$ cat src/rtl/ccl_pkg.sv
// Shared types and default memory map for the Crazy Climber ROM loader.
package ccl_pkg;

  typedef enum logic [1:0] {
    REG_PRG  = 2'd0,
    REG_GFX  = 2'd1,
    REG_SND  = 2'd2,
    REG_PROM = 2'd3
  } region_e;

  typedef enum logic [2:0] {
    ST_IDLE,
    ST_LOAD,
    ST_DRAIN,
    ST_HOLD,
    ST_RUN
  } state_e;

  localparam logic [15:0] PRG_END_DEF  = 16'h6000;
  localparam logic [15:0] GFX_END_DEF  = 16'h9000;
  localparam logic [15:0] SND_END_DEF  = 16'hB000;
  localparam logic [15:0] PROM_END_DEF = 16'hB060;
  localparam int          RST_HOLD_DEF = 1024;

  typedef struct packed {
    region_e     region;
    logic [15:0] offset;
    logic [7:0]  data;
  } slot_entry_t;

endpackage

$ cat src/rtl/ccl_rom_loader_if.sv
// ROM write port from the loader into the game memories.
interface ccl_rom_loader_if;
  logic        mem_req;
  logic [1:0]  mem_region;
  logic [15:0] mem_addr;
  logic [7:0]  mem_data;
  logic        mem_ack;

  modport master (output mem_req, mem_region, mem_addr, mem_data, input mem_ack);
  modport slave  (input mem_req, mem_region, mem_addr, mem_data, output mem_ack);
endinterface

$ cat src/rtl/ccl_req_slot.sv
// One-entry request/acknowledge buffer; refilling in the ack cycle keeps 1 byte/cycle.
module ccl_req_slot
  import ccl_pkg::*;
(
  input  logic        clk_sys,
  input  logic        reset_n,
  input  logic        load,
  input  slot_entry_t load_entry,
  input  logic        ack,
  output logic        full,
  output logic        stall,
  output logic        empty_next,
  output slot_entry_t entry
);

  logic        full_q, full_d;
  slot_entry_t entry_q, entry_d;

  always_comb begin
    full_d  = full_q;
    entry_d = entry_q;
    if (full_q && ack) begin
      full_d = 1'b0;
    end
    if (load) begin
      full_d  = 1'b1;
      entry_d = load_entry;
    end
  end

  always_ff @(posedge clk_sys or negedge reset_n) begin
    if (!reset_n) begin
      full_q  <= 1'b0;
      entry_q <= '0;
    end else begin
      full_q  <= full_d;
      entry_q <= entry_d;
    end
  end

  assign full       = full_q;
  assign stall      = full_q & ~ack;
  assign empty_next = ~full_d;
  assign entry      = entry_q;

endmodule

$ cat src/rtl/ccl_rom_loader.sv
// Decodes the hps_io download into the four game memory regions and owns the game reset.
module ccl_rom_loader
  import ccl_pkg::*;
#(
  parameter logic [15:0] PRG_END  = PRG_END_DEF,
  parameter logic [15:0] GFX_END  = GFX_END_DEF,
  parameter logic [15:0] SND_END  = SND_END_DEF,
  parameter logic [15:0] PROM_END = PROM_END_DEF,
  parameter int          RST_HOLD = RST_HOLD_DEF
) (
  input  logic                    clk_sys,
  input  logic                    reset_n,
  input  logic                    ioctl_download,
  input  logic                    ioctl_wr,
  input  logic [24:0]             ioctl_addr,
  input  logic [7:0]              ioctl_dout,
  output logic                    ioctl_wait,
  ccl_rom_loader_if.master        mem,
  output logic                    game_reset,
  output logic                    dl_done,
  output logic                    dl_error,
  output logic [15:0]             byte_count
);

  localparam int                HOLD_W    = $clog2(RST_HOLD + 1);
  localparam logic [HOLD_W-1:0] HOLD_LAST = HOLD_W'(RST_HOLD - 1);

  state_e            state_q, state_d;
  logic              dl_prev_q;
  logic [15:0]       byte_count_q, byte_count_d;
  logic              error_q, error_d;
  logic [HOLD_W-1:0] hold_cnt_q, hold_cnt_d;

  logic        dl_rise, wr_live, addr_ok, capture, drop, drained;
  logic        slot_full, slot_stall, slot_empty_next;
  logic [15:0] addr_lo;
  slot_entry_t new_entry, slot_entry;

  assign addr_lo = ioctl_addr[15:0];
  assign dl_rise = ioctl_download & ~dl_prev_q;
  assign wr_live = ioctl_wr & ((state_q == ST_LOAD) || (state_q == ST_DRAIN));
  assign addr_ok = (ioctl_addr[24:16] == 9'd0) && (addr_lo < PROM_END);
  assign capture = wr_live & addr_ok & ~slot_stall;
  assign drop    = wr_live & ~(addr_ok & ~slot_stall);

  always_comb begin
    new_entry.data   = ioctl_dout;
    new_entry.region = REG_PROM;
    new_entry.offset = addr_lo - SND_END;
    if (addr_lo < PRG_END) begin
      new_entry.region = REG_PRG;
      new_entry.offset = addr_lo;
    end else if (addr_lo < GFX_END) begin
      new_entry.region = REG_GFX;
      new_entry.offset = addr_lo - PRG_END;
    end else if (addr_lo < SND_END) begin
      new_entry.region = REG_SND;
      new_entry.offset = addr_lo - GFX_END;
    end
  end

  ccl_req_slot u_slot (
    .clk_sys    (clk_sys),
    .reset_n    (reset_n),
    .load       (capture),
    .load_entry (new_entry),
    .ack        (mem.mem_ack),
    .full       (slot_full),
    .stall      (slot_stall),
    .empty_next (slot_empty_next),
    .entry      (slot_entry)
  );

  // Going straight from LOAD to HOLD when the slot is already empty starts the
  // reset hold on the very edge the last write leaves the buffer.
  assign drained = slot_empty_next &&
                   ((state_q == ST_DRAIN) || ((state_q == ST_LOAD) && !ioctl_download));

  always_comb begin
    state_d      = state_q;
    byte_count_d = byte_count_q;
    error_d      = error_q;
    hold_cnt_d   = hold_cnt_q;

    if (capture && (byte_count_q != 16'hFFFF)) begin
      byte_count_d = byte_count_q + 16'd1;
    end
    if (drop) begin
      error_d = 1'b1;
    end

    case (state_q)
      ST_LOAD: begin
        if (!ioctl_download) begin
          state_d = ST_DRAIN;
        end
      end
      ST_HOLD: begin
        if (hold_cnt_q == HOLD_LAST) begin
          state_d = ST_RUN;
        end else begin
          hold_cnt_d = hold_cnt_q + HOLD_W'(1);
        end
      end
      ST_IDLE, ST_DRAIN, ST_RUN: begin
      end
      default: state_d = ST_IDLE;
    endcase

    if (drained) begin
      state_d    = ST_HOLD;
      hold_cnt_d = '0;
      if (byte_count_q != PROM_END) begin
        error_d = 1'b1;
      end
    end

    // A new download restarts from any state; a pending slot entry still drains.
    if (dl_rise) begin
      state_d      = ST_LOAD;
      byte_count_d = '0;
      error_d      = 1'b0;
    end
  end

  always_ff @(posedge clk_sys or negedge reset_n) begin
    if (!reset_n) begin
      state_q      <= ST_IDLE;
      dl_prev_q    <= 1'b0;
      byte_count_q <= '0;
      error_q      <= 1'b0;
      hold_cnt_q   <= '0;
    end else begin
      state_q      <= state_d;
      dl_prev_q    <= ioctl_download;
      byte_count_q <= byte_count_d;
      error_q      <= error_d;
      hold_cnt_q   <= hold_cnt_d;
    end
  end

  assign ioctl_wait     = slot_stall;
  assign mem.mem_req    = slot_full;
  assign mem.mem_region = slot_entry.region;
  assign mem.mem_addr   = slot_entry.offset;
  assign mem.mem_data   = slot_entry.data;
  assign game_reset     = (state_q != ST_RUN) | dl_rise;
  assign dl_done        = (state_q == ST_RUN) & ~error_q;
  assign dl_error       = error_q;
  assign byte_count     = byte_count_q;

endmodule

$ cat src/flat_wrapper.sv
// flat-port wrapper written by rule: the top's interface ports become plain ports
module ccl_rom_loader_flat import ccl_pkg::*;
#(
  parameter logic [15:0] PRG_END  = PRG_END_DEF,
  parameter logic [15:0] GFX_END  = GFX_END_DEF,
  parameter logic [15:0] SND_END  = SND_END_DEF,
  parameter logic [15:0] PROM_END = PROM_END_DEF,
  parameter int          RST_HOLD = RST_HOLD_DEF
)
  (clk_sys, reset_n, ioctl_download, ioctl_wr, ioctl_addr, ioctl_dout, ioctl_wait, game_reset, dl_done, dl_error, byte_count, mem_mem_req, mem_mem_region, mem_mem_addr, mem_mem_data, mem_mem_ack);
  ccl_rom_loader_if mem_i ();
  input  logic clk_sys;
  input  logic reset_n;
  input  logic ioctl_download;
  input  logic ioctl_wr;
  input  logic [24:0] ioctl_addr;
  input  logic [7:0] ioctl_dout;
  output logic ioctl_wait;
  output logic game_reset;
  output logic dl_done;
  output logic dl_error;
  output logic [15:0] byte_count;
  output wire logic [$bits(mem_i.mem_req)-1:0] mem_mem_req;
  output wire logic [$bits(mem_i.mem_region)-1:0] mem_mem_region;
  output wire logic [$bits(mem_i.mem_addr)-1:0] mem_mem_addr;
  output wire logic [$bits(mem_i.mem_data)-1:0] mem_mem_data;
  input wire logic [$bits(mem_i.mem_ack)-1:0] mem_mem_ack;
  assign mem_mem_req = mem_i.mem_req;
  assign mem_mem_region = mem_i.mem_region;
  assign mem_mem_addr = mem_i.mem_addr;
  assign mem_mem_data = mem_i.mem_data;
  assign mem_i.mem_ack = mem_mem_ack;
  ccl_rom_loader #(.PRG_END(PRG_END), .GFX_END(GFX_END), .SND_END(SND_END), .PROM_END(PROM_END), .RST_HOLD(RST_HOLD)) u_core (.clk_sys(clk_sys), .reset_n(reset_n), .ioctl_download(ioctl_download), .ioctl_wr(ioctl_wr), .ioctl_addr(ioctl_addr), .ioctl_dout(ioctl_dout), .ioctl_wait(ioctl_wait), .mem(mem_i), .game_reset(game_reset), .dl_done(dl_done), .dl_error(dl_error), .byte_count(byte_count));
endmodule
$ cat config.mk
export PLATFORM = sky130hd
export DESIGN_NAME = ccl_rom_loader_flat
export DESIGN_NICKNAME = d
export VERILOG_FILES = /design/src/rtl/ccl_pkg.sv /design/src/rtl/ccl_rom_loader_if.sv /design/src/rtl/ccl_req_slot.sv /design/src/rtl/ccl_rom_loader.sv /design/src/flat_wrapper.sv
export SDC_FILE = /design/constraint.sdc
export NUM_CORES = 1
export LEC_CHECK = 0
export CAP_MARGIN = 20
export CELL_PAD_IN_SITES_DETAIL_PLACEMENT = 0
export CELL_PAD_IN_SITES_GLOBAL_PLACEMENT = 1
export CORE_MARGIN = 10
export CORE_UTILIZATION = 34
export DETAILED_ROUTE_END_ITERATION = 10
export PLACE_DENSITY = 0.82
export SKIP_LAST_GASP = 1
export SLEW_MARGIN = 20
export SYNTH_ARGS = -nofsm -noshare
export SYNTH_HDL_FRONTEND = slang
export SYNTH_HIERARCHICAL = 1
export SYNTH_SLANG_ARGS = --single-unit
$ cat constraint.sdc
create_clock -name clk_sys -period 2.2 [get_ports clk_sys]
set_clock_uncertainty 0.2 [all_clocks]
set_input_delay 0.22 -clock clk_sys [delete_from_list [all_inputs] [get_ports clk_sys]]
set_output_delay 0.22 -clock clk_sys [all_outputs]
set_load 0.02 [all_outputs]
## Yosys cells after proc, flatten, opt, wreduce, memory -nomap -nowiden

Index checks and enable logic that the tools add are counted.

| word-level totals | value |
|---|---|
| register bits | 59 |
| bits of input ports | 38 |
| output and inout bits | 47 |
| word-level logic and storage cells | 79 |

| operators by class | value |
|---|---|
| $add $sub $neg | 5 |
| order comparisons | 4 |
| equality and inequality tests | 12 |
| mux-type cells | 19 |
| bitwise gates (word level) | 15 |
| reductions and logical operators | 15 |

Operator list:

| cell | count |
|---|---|
| $lt 16x16->1 const B | 3 |
| $mux 18 | 2 |
| $mux 11 | 3 |
| $mux 16 | 2 |
| $ne 16x16->1 const B | 2 |
| $sub 16x16->16 const B | 2 |
| $mux 17 | 1 |
| $add 16x1->16 const B | 1 |
| $lt 16x15->1 const B | 1 |
| $sub 16x15->16 const B | 1 |
| $mux 3 | 4 |
| $add 11x1->11 const B | 1 |
| $eq 11x10->1 const B | 1 |
| $logic_not 9->1 | 1 |
| $pmux 3 s3 | 1 |
| $and 1x1->1 | 8 |
| $eq 3x2->1 const B | 2 |
| $mux 1 | 6 |
| $not 1->1 | 6 |
| $logic_and 1x1->1 | 5 |
| $ne 4x1->1 const B | 1 |
| $ne 4x2->1 const B | 1 |
| $reduce_bool 2->1 | 2 |
| $eq 3x1->1 const B | 1 |
| 11 further kinds | 12 |

## Depth between registers and ports, before layout

| depth | value |
|---|---|
| depth in word-level cells | 10 |
| mapped depth | 11 |
| mapped depth without buffers | 9 |

## By module

The synthesis kept the hierarchy.

Modules (own cells, without submodules):

| module | times used | cells an instance | area each (µm²) | sequential area each (µm²) |
|---|---|---|---|---|
| ccl_rom_loader | 1 | 249 | 2124.5 | 800.8 |
| ccl_req_slot | 1 | 59 | 1103.6 | 675.6 |

## Least setup slack after synthesis

Ideal clock, no wire load.

| path | value |
|---|---|
| path type | register -> register |
| from | reg u_core.u_slot.full_q, in the netlist u_core/u_slot/full |
| to | reg u_core.hold_cnt_q[0] |
| library setup time | 0.132 ns |
| data arrival time | 2.320 ns |
| data required time | 1.868 ns |
| setup slack | -0.452 ns |
| stages on the path, launching flop included | 11 |
| path buffers | 3 |
| period minus slack after synthesis | 2.652 ns |
| cells stage by stage | dfrtp_1 -> nor2b_1 -> nor4_1 -> nand2_1 -> nor4_1 -> buf_6 -> buf_12 -> nor2_1 -> nor3b_1 -> clkbuf_1 -> nor2_1 |

| between the ends | value |
|---|---|
| cells in the longest elaborated chain, start to end | 8 |
| elaborated cells on any way between the ends | 12 |
| those cells by class | eq/ne: 1; mux: 3; bitwise: 4; reduce/logical: 4 |

RTL lines:

| what | RTL line | RTL |
|---|---|---|
| start, declared | ccl_req_slot.sv:16 | `logic full_q, full_d;` |
| start signal, assigned | ccl_req_slot.sv:36 | `full_q <= full_d;` |
| $and 1x1->1 * | ccl_req_slot.sv:42 | `assign stall = full_q & ~ack;` |
| named net ioctl_wait | flat_wrapper.sv:18 | `output logic ioctl_wait;` |
| $not 1->1 * | ccl_rom_loader.sv:43 | `assign capture = wr_live & addr_ok & ~slot_stall;` |
| $and 1x1->1 * | ccl_rom_loader.sv:43 |  |
| named net u_core.capture | ccl_rom_loader.sv:34 | `logic dl_rise, wr_live, addr_ok, capture, drop, drained;` |
| $mux 1 * | ccl_req_slot.sv:25 | `if (load) begin` |
| $not 1->1 * | ccl_req_slot.sv:43 | `assign empty_next = ~full_d;` |
| named net u_core.slot_empty_next | ccl_rom_loader.sv:35 | `logic slot_full, slot_stall, slot_empty_next;` |
| $logic_and 1x1->1 * | ccl_rom_loader.sv:76 | `assign drained = slot_empty_next &&` |
| $ne 2x1->1 (no source line) / $reduce_bool 2->1 (equally long branches) | -- |  |
| $reduce_and 2->1 (no source line) | -- |  |
| end signal, assigned | ccl_rom_loader.sv:138 | `hold_cnt_q <= hold_cnt_d;` |
| end, declared | ccl_rom_loader.sv:32 | `logic [HOLD_W-1:0] hold_cnt_q, hold_cnt_d;` |

Mark *: on every way through the listed nets, which the timed path passes. The rest lies on a longest branch.
A chain may end at the register's enable or synchronous reset.

## Worst setup path in the final report

| path | value |
|---|---|
| from | in ioctl_addr[20] |
| to | reg u_core.byte_count_q[7], in the netlist u_core/byte_count[7] |

| between the ends | value |
|---|---|
| cells in the longest elaborated chain, start to end | 6 |

RTL lines:

| what | RTL line | RTL |
|---|---|---|
| start, declared | flat_wrapper.sv:16 | `input logic [24:0] ioctl_addr;` |
| $logic_not 9->1 | ccl_rom_loader.sv:42 | `assign addr_ok = (ioctl_addr[24:16] == 9'd0) && (addr_lo < PROM_END);` |
| $logic_and 1x1->1 | ccl_rom_loader.sv:42 |  |
| $and 1x1->1 (2 in a row) | ccl_rom_loader.sv:43 |  |
| $logic_and 1x1->1 | ccl_rom_loader.sv:85 | `if (capture && (byte_count_q != 16'hFFFF)) begin` |
| $reduce_bool 2->1 (no source line) | -- |  |
| end signal, assigned | ccl_rom_loader.sv:136 | `byte_count_q <= byte_count_d;` |
| end, declared | ccl_rom_loader.sv:30 | `logic [15:0] byte_count_q, byte_count_d;` |

Every way passes these cells.

==> out/qor.yml <==
critical_path:
  end_kind: "register"
  cp.required_ns: 2.28
  cp.arrival_ns: 2.48
  reg2reg_from: "u_core/u_slot/full"
  crit_path_max_fanout: 8
  critical_path_class: "primary input to register"
  critPathLaunchType: "primary input"
  setup.worst_path.end: "u_core/byte_count[7]"
  rrSetupSlack_ns: -0.19
  cp-startpoint: "ioctl_addr[20]"
  timing.rr.end: "u_core/byte_count[7]"
  reg2reg_depth: 7
final_layout:
  drive_gt1_share_pct: 30.5
  multi_input_area_um2: 1910
  final_area_um2: 5130
  n_antenna_cell: 0
  seq_area_um2: 1480
  fin_nets: 488
  fillers: 775
  syn_to_final_growth_pct: 58.8
  instances_no_fill: 575
synth:
  synth_cell_types: 45
  syn_nets: 355
  synth.avg_cell_area_um2: 10.5
  synthCells: 308
  synth_top_area_share_pct: 45.7
  yosys_most_used_dff: "dfrtp_1"
  mappedNetlistArea_um2: 3230
  synth_edf_count: 0
  ys_top_cells_by_area: "dfrtp_1, mux2_4, ha_1"
  async_flop_share_pct: 100
  synth_warnings: 6
  yosysSeqAreaShare_pct: 45.7
  synth_top_cell_by_area: "dfrtp_1"
  ys_ff_latch: 59
drt:
  firstDrtPassIters: 4
  dr_total_vias: 2940
  drt_iter0_drc: 164
  drc: 0
  antenna_left: 0
  drt_wl_total_um: 9980
  wl_per_cell_um: 17.3
  via_per_inst: 5.11
place:
  placed_area_um2: 4480
  hpwl_um: 6570
  place_congestion: 0.793
  placed_cells: 545
  port_buffers: 84
die:
  die_y_um: 117
  core_um2: 9240
  pin_count: 85
  row_count: 35
  initial_core_util_pct: 34.9
  dieArea_um2: 13800
  die_x_um: 117
clocking:
  root_buffer: "clkbuf_8"
  h-tree-depth: 3
  clock_path_buffers: 2
  tritoncts: "built"
  clock-sinks: 59
  clkTransAtPathRegs_ns: 0.07
  clk_latency_ns: 0.34
  cts_made_buffers: 9
pwr:
  power_density_nw_per_um2: 582
  peakVddDrop_uv: 292
  p_leak_nw: 2.09
sta:
  slew_headroom_pct: 66.3
  slew_violations: 0
  setup_viol: 47
  period_share_pct: 109
  rsz0062_at_grt: "yes"
  fin_ws_ns: -0.200
  period_minus_slack_ns: 2.40
  timing.fmax_mhz: 417
  hold_viol: 0
  tightest_slew_ns: 0.503
run_status:
  violations: "negative setup slack"
  status: "finished with violations"
global_routing:
  grt.total_usage_pct: 13.4
  grt_max_degree: 29
  grt_pass1_wl_um: 15300
  top_usage_layer: "met2"
  grt_antenna_before_repair: 0
  grt.met3_usage_pct: 5.04
  grt_util_met2_pct: 21.3
  use_met1_pct: 16.3
  grt_overflow: 0
  grt_pass1_vias: 2915
min_path:
  hp-class: "primary input to async pin"
job:
  cap_violations: 0
## metrics by stage
stage / hold slack, ns / setup WS, ns / power (mW) / utilization (%) / setup TNS (ns)
final: 0.113 / -0.200 / 2.98 / 55.5 / -5.26
after global routing: 0.117 / -0.291 / 3.12 / 55.5 / -9.45
after CTS: 0.105 / -0.213 / 2.91 / 52.4 / -7.44
after detailed placement: -0.0616 / -0.613 / 1.75 / 48.5 / -25.09
after global placement: -0.0649 / -0.620 / 1.73 / 48.5 / -25.62
after floorplan: -0.276 / -0.0582 / 1.47 / - / -0.272
## final cells by class
class | count | share of cell area (%)
Multi-Input combinational cell | 228 | 37.3
Inverter | 8 | 0.586
Clock inverter | 6 | 1.73
Clock buffer | 10 | 2.68
Timing Repair Buffer | 135 | 25.7
Sequential cell | 59 | 28.8
Tap cell | 129 | 3.15
## repair_timing
item                                    in CTS  in global routing
endpoints found under the setup margin      57                 54
setup buffers                                4                  5
hold endpoints to repair                    59                  0
pin swaps                                    6                 24
hold buffers                                 1                  0
gates cloned                                 1                  4
resized for setup                           16                 47
## sequential cells by signal (all words and copies together), names as in the netlist
signal               cells
u_core/u_slot/full       1
u_core/byte_count       16
u_core/dl_prev_q         1
u_core/state_q           3
u_core/dl_error          1
u_core/u_slot/entry     26
u_core/hold_cnt_q       11
## synth_stat cells (6+ instances only)
cell type and count:
inv_1 8, xnor2_1 10, ha_1 9, mux2_2 8, mux2_4 18, nor4_1 13, dfrtp_1 59, nand4_1 7
nand2b_1 6, nor2_1 19, nand3_1 12, o31ai_1 6, o21ai_0 14, clkbuf_1 9, nand2_1 23, a21oi_1 21
or4_1 8
## worst min path at each step
stage	start	endpoint	slack, ns	cells after the start
3_5_place_dp	reset_n	u_core/u_slot/entry[11]	-0.06	1
5_1_grt	reset_n	u_core/u_slot/entry[11]	0.12	2
6_report	reset_n	u_core/u_slot/entry[5]	0.11	2
4_1_cts	reset_n	u_core/u_slot/entry[4]	0.10	2
2_1_floorplan	reset_n	u_core/byte_count[0]	-0.28	0
3_3_place_gp	reset_n	u_core/u_slot/entry[11]	-0.06	1
## worst max-delay path, cell delays in order
cell and delay [ns]:
clkdlybuf4s50_1 0.40, or4_4 0.58, or4_4 0.62, or4_4 0.51, a21oi_2 0.14
## where the power goes
group          total [mW]  internal, mW  leakage (nW)  switching, mW
registers            1.17          1.13         0.810         0.0390
clock network        1.14         0.668         0.108          0.469
logic               0.671         0.309          1.17          0.362
total                2.98          2.11          2.09          0.870
## layout by cell type (no fill, tap or decap), types with 3 or more instances in the layout
cell type,netlist,layout
or4_4,2,7
nor2b_1,4,3
nor3_1,5,5
nor4_4,0,5
nor2_4,0,6
nor4_1,13,7
nand2b_1,6,6
nand3b_1,3,3
or4_1,8,5
clkdlybuf4s50_1,0,81
o21ai_0,14,12
a21oi_2,0,7
dfrtp_1,59,58
and3_1,3,3
nand3_1,12,12
nand2_1,23,22
ha_1,9,9
mux2i_1,3,3
inv_1,8,8
nor2_1,19,9
and4_1,3,3
o31ai_1,6,5
nand4_1,7,7
buf_6,2,5
a21oi_1,21,14
buf_4,0,39
mux2_4,18,26
buf_12,2,3
nor4b_1,3,3
xnor2_1,10,10
nor2_2,0,4
clkbuf_8,0,10
## kinds of logic after synthesis
family	synth area share [%]
AOI/OAI and AO/OA	9.85
xor gates and xnor gates	2.98
muxes	12.1
DFF	45.7
adders and majority gates	3.49
and+or+nand+nor	21.6
buffers and inverters	4.22
## layer usage
metal,routed length (um),vias to the layer above
li1,-,1407
met1,4360,1432
met2,4970,97
met3,596,4
met4,51,0
met5,0,-
No activity file was read; power rests on OpenSTA's default activity.
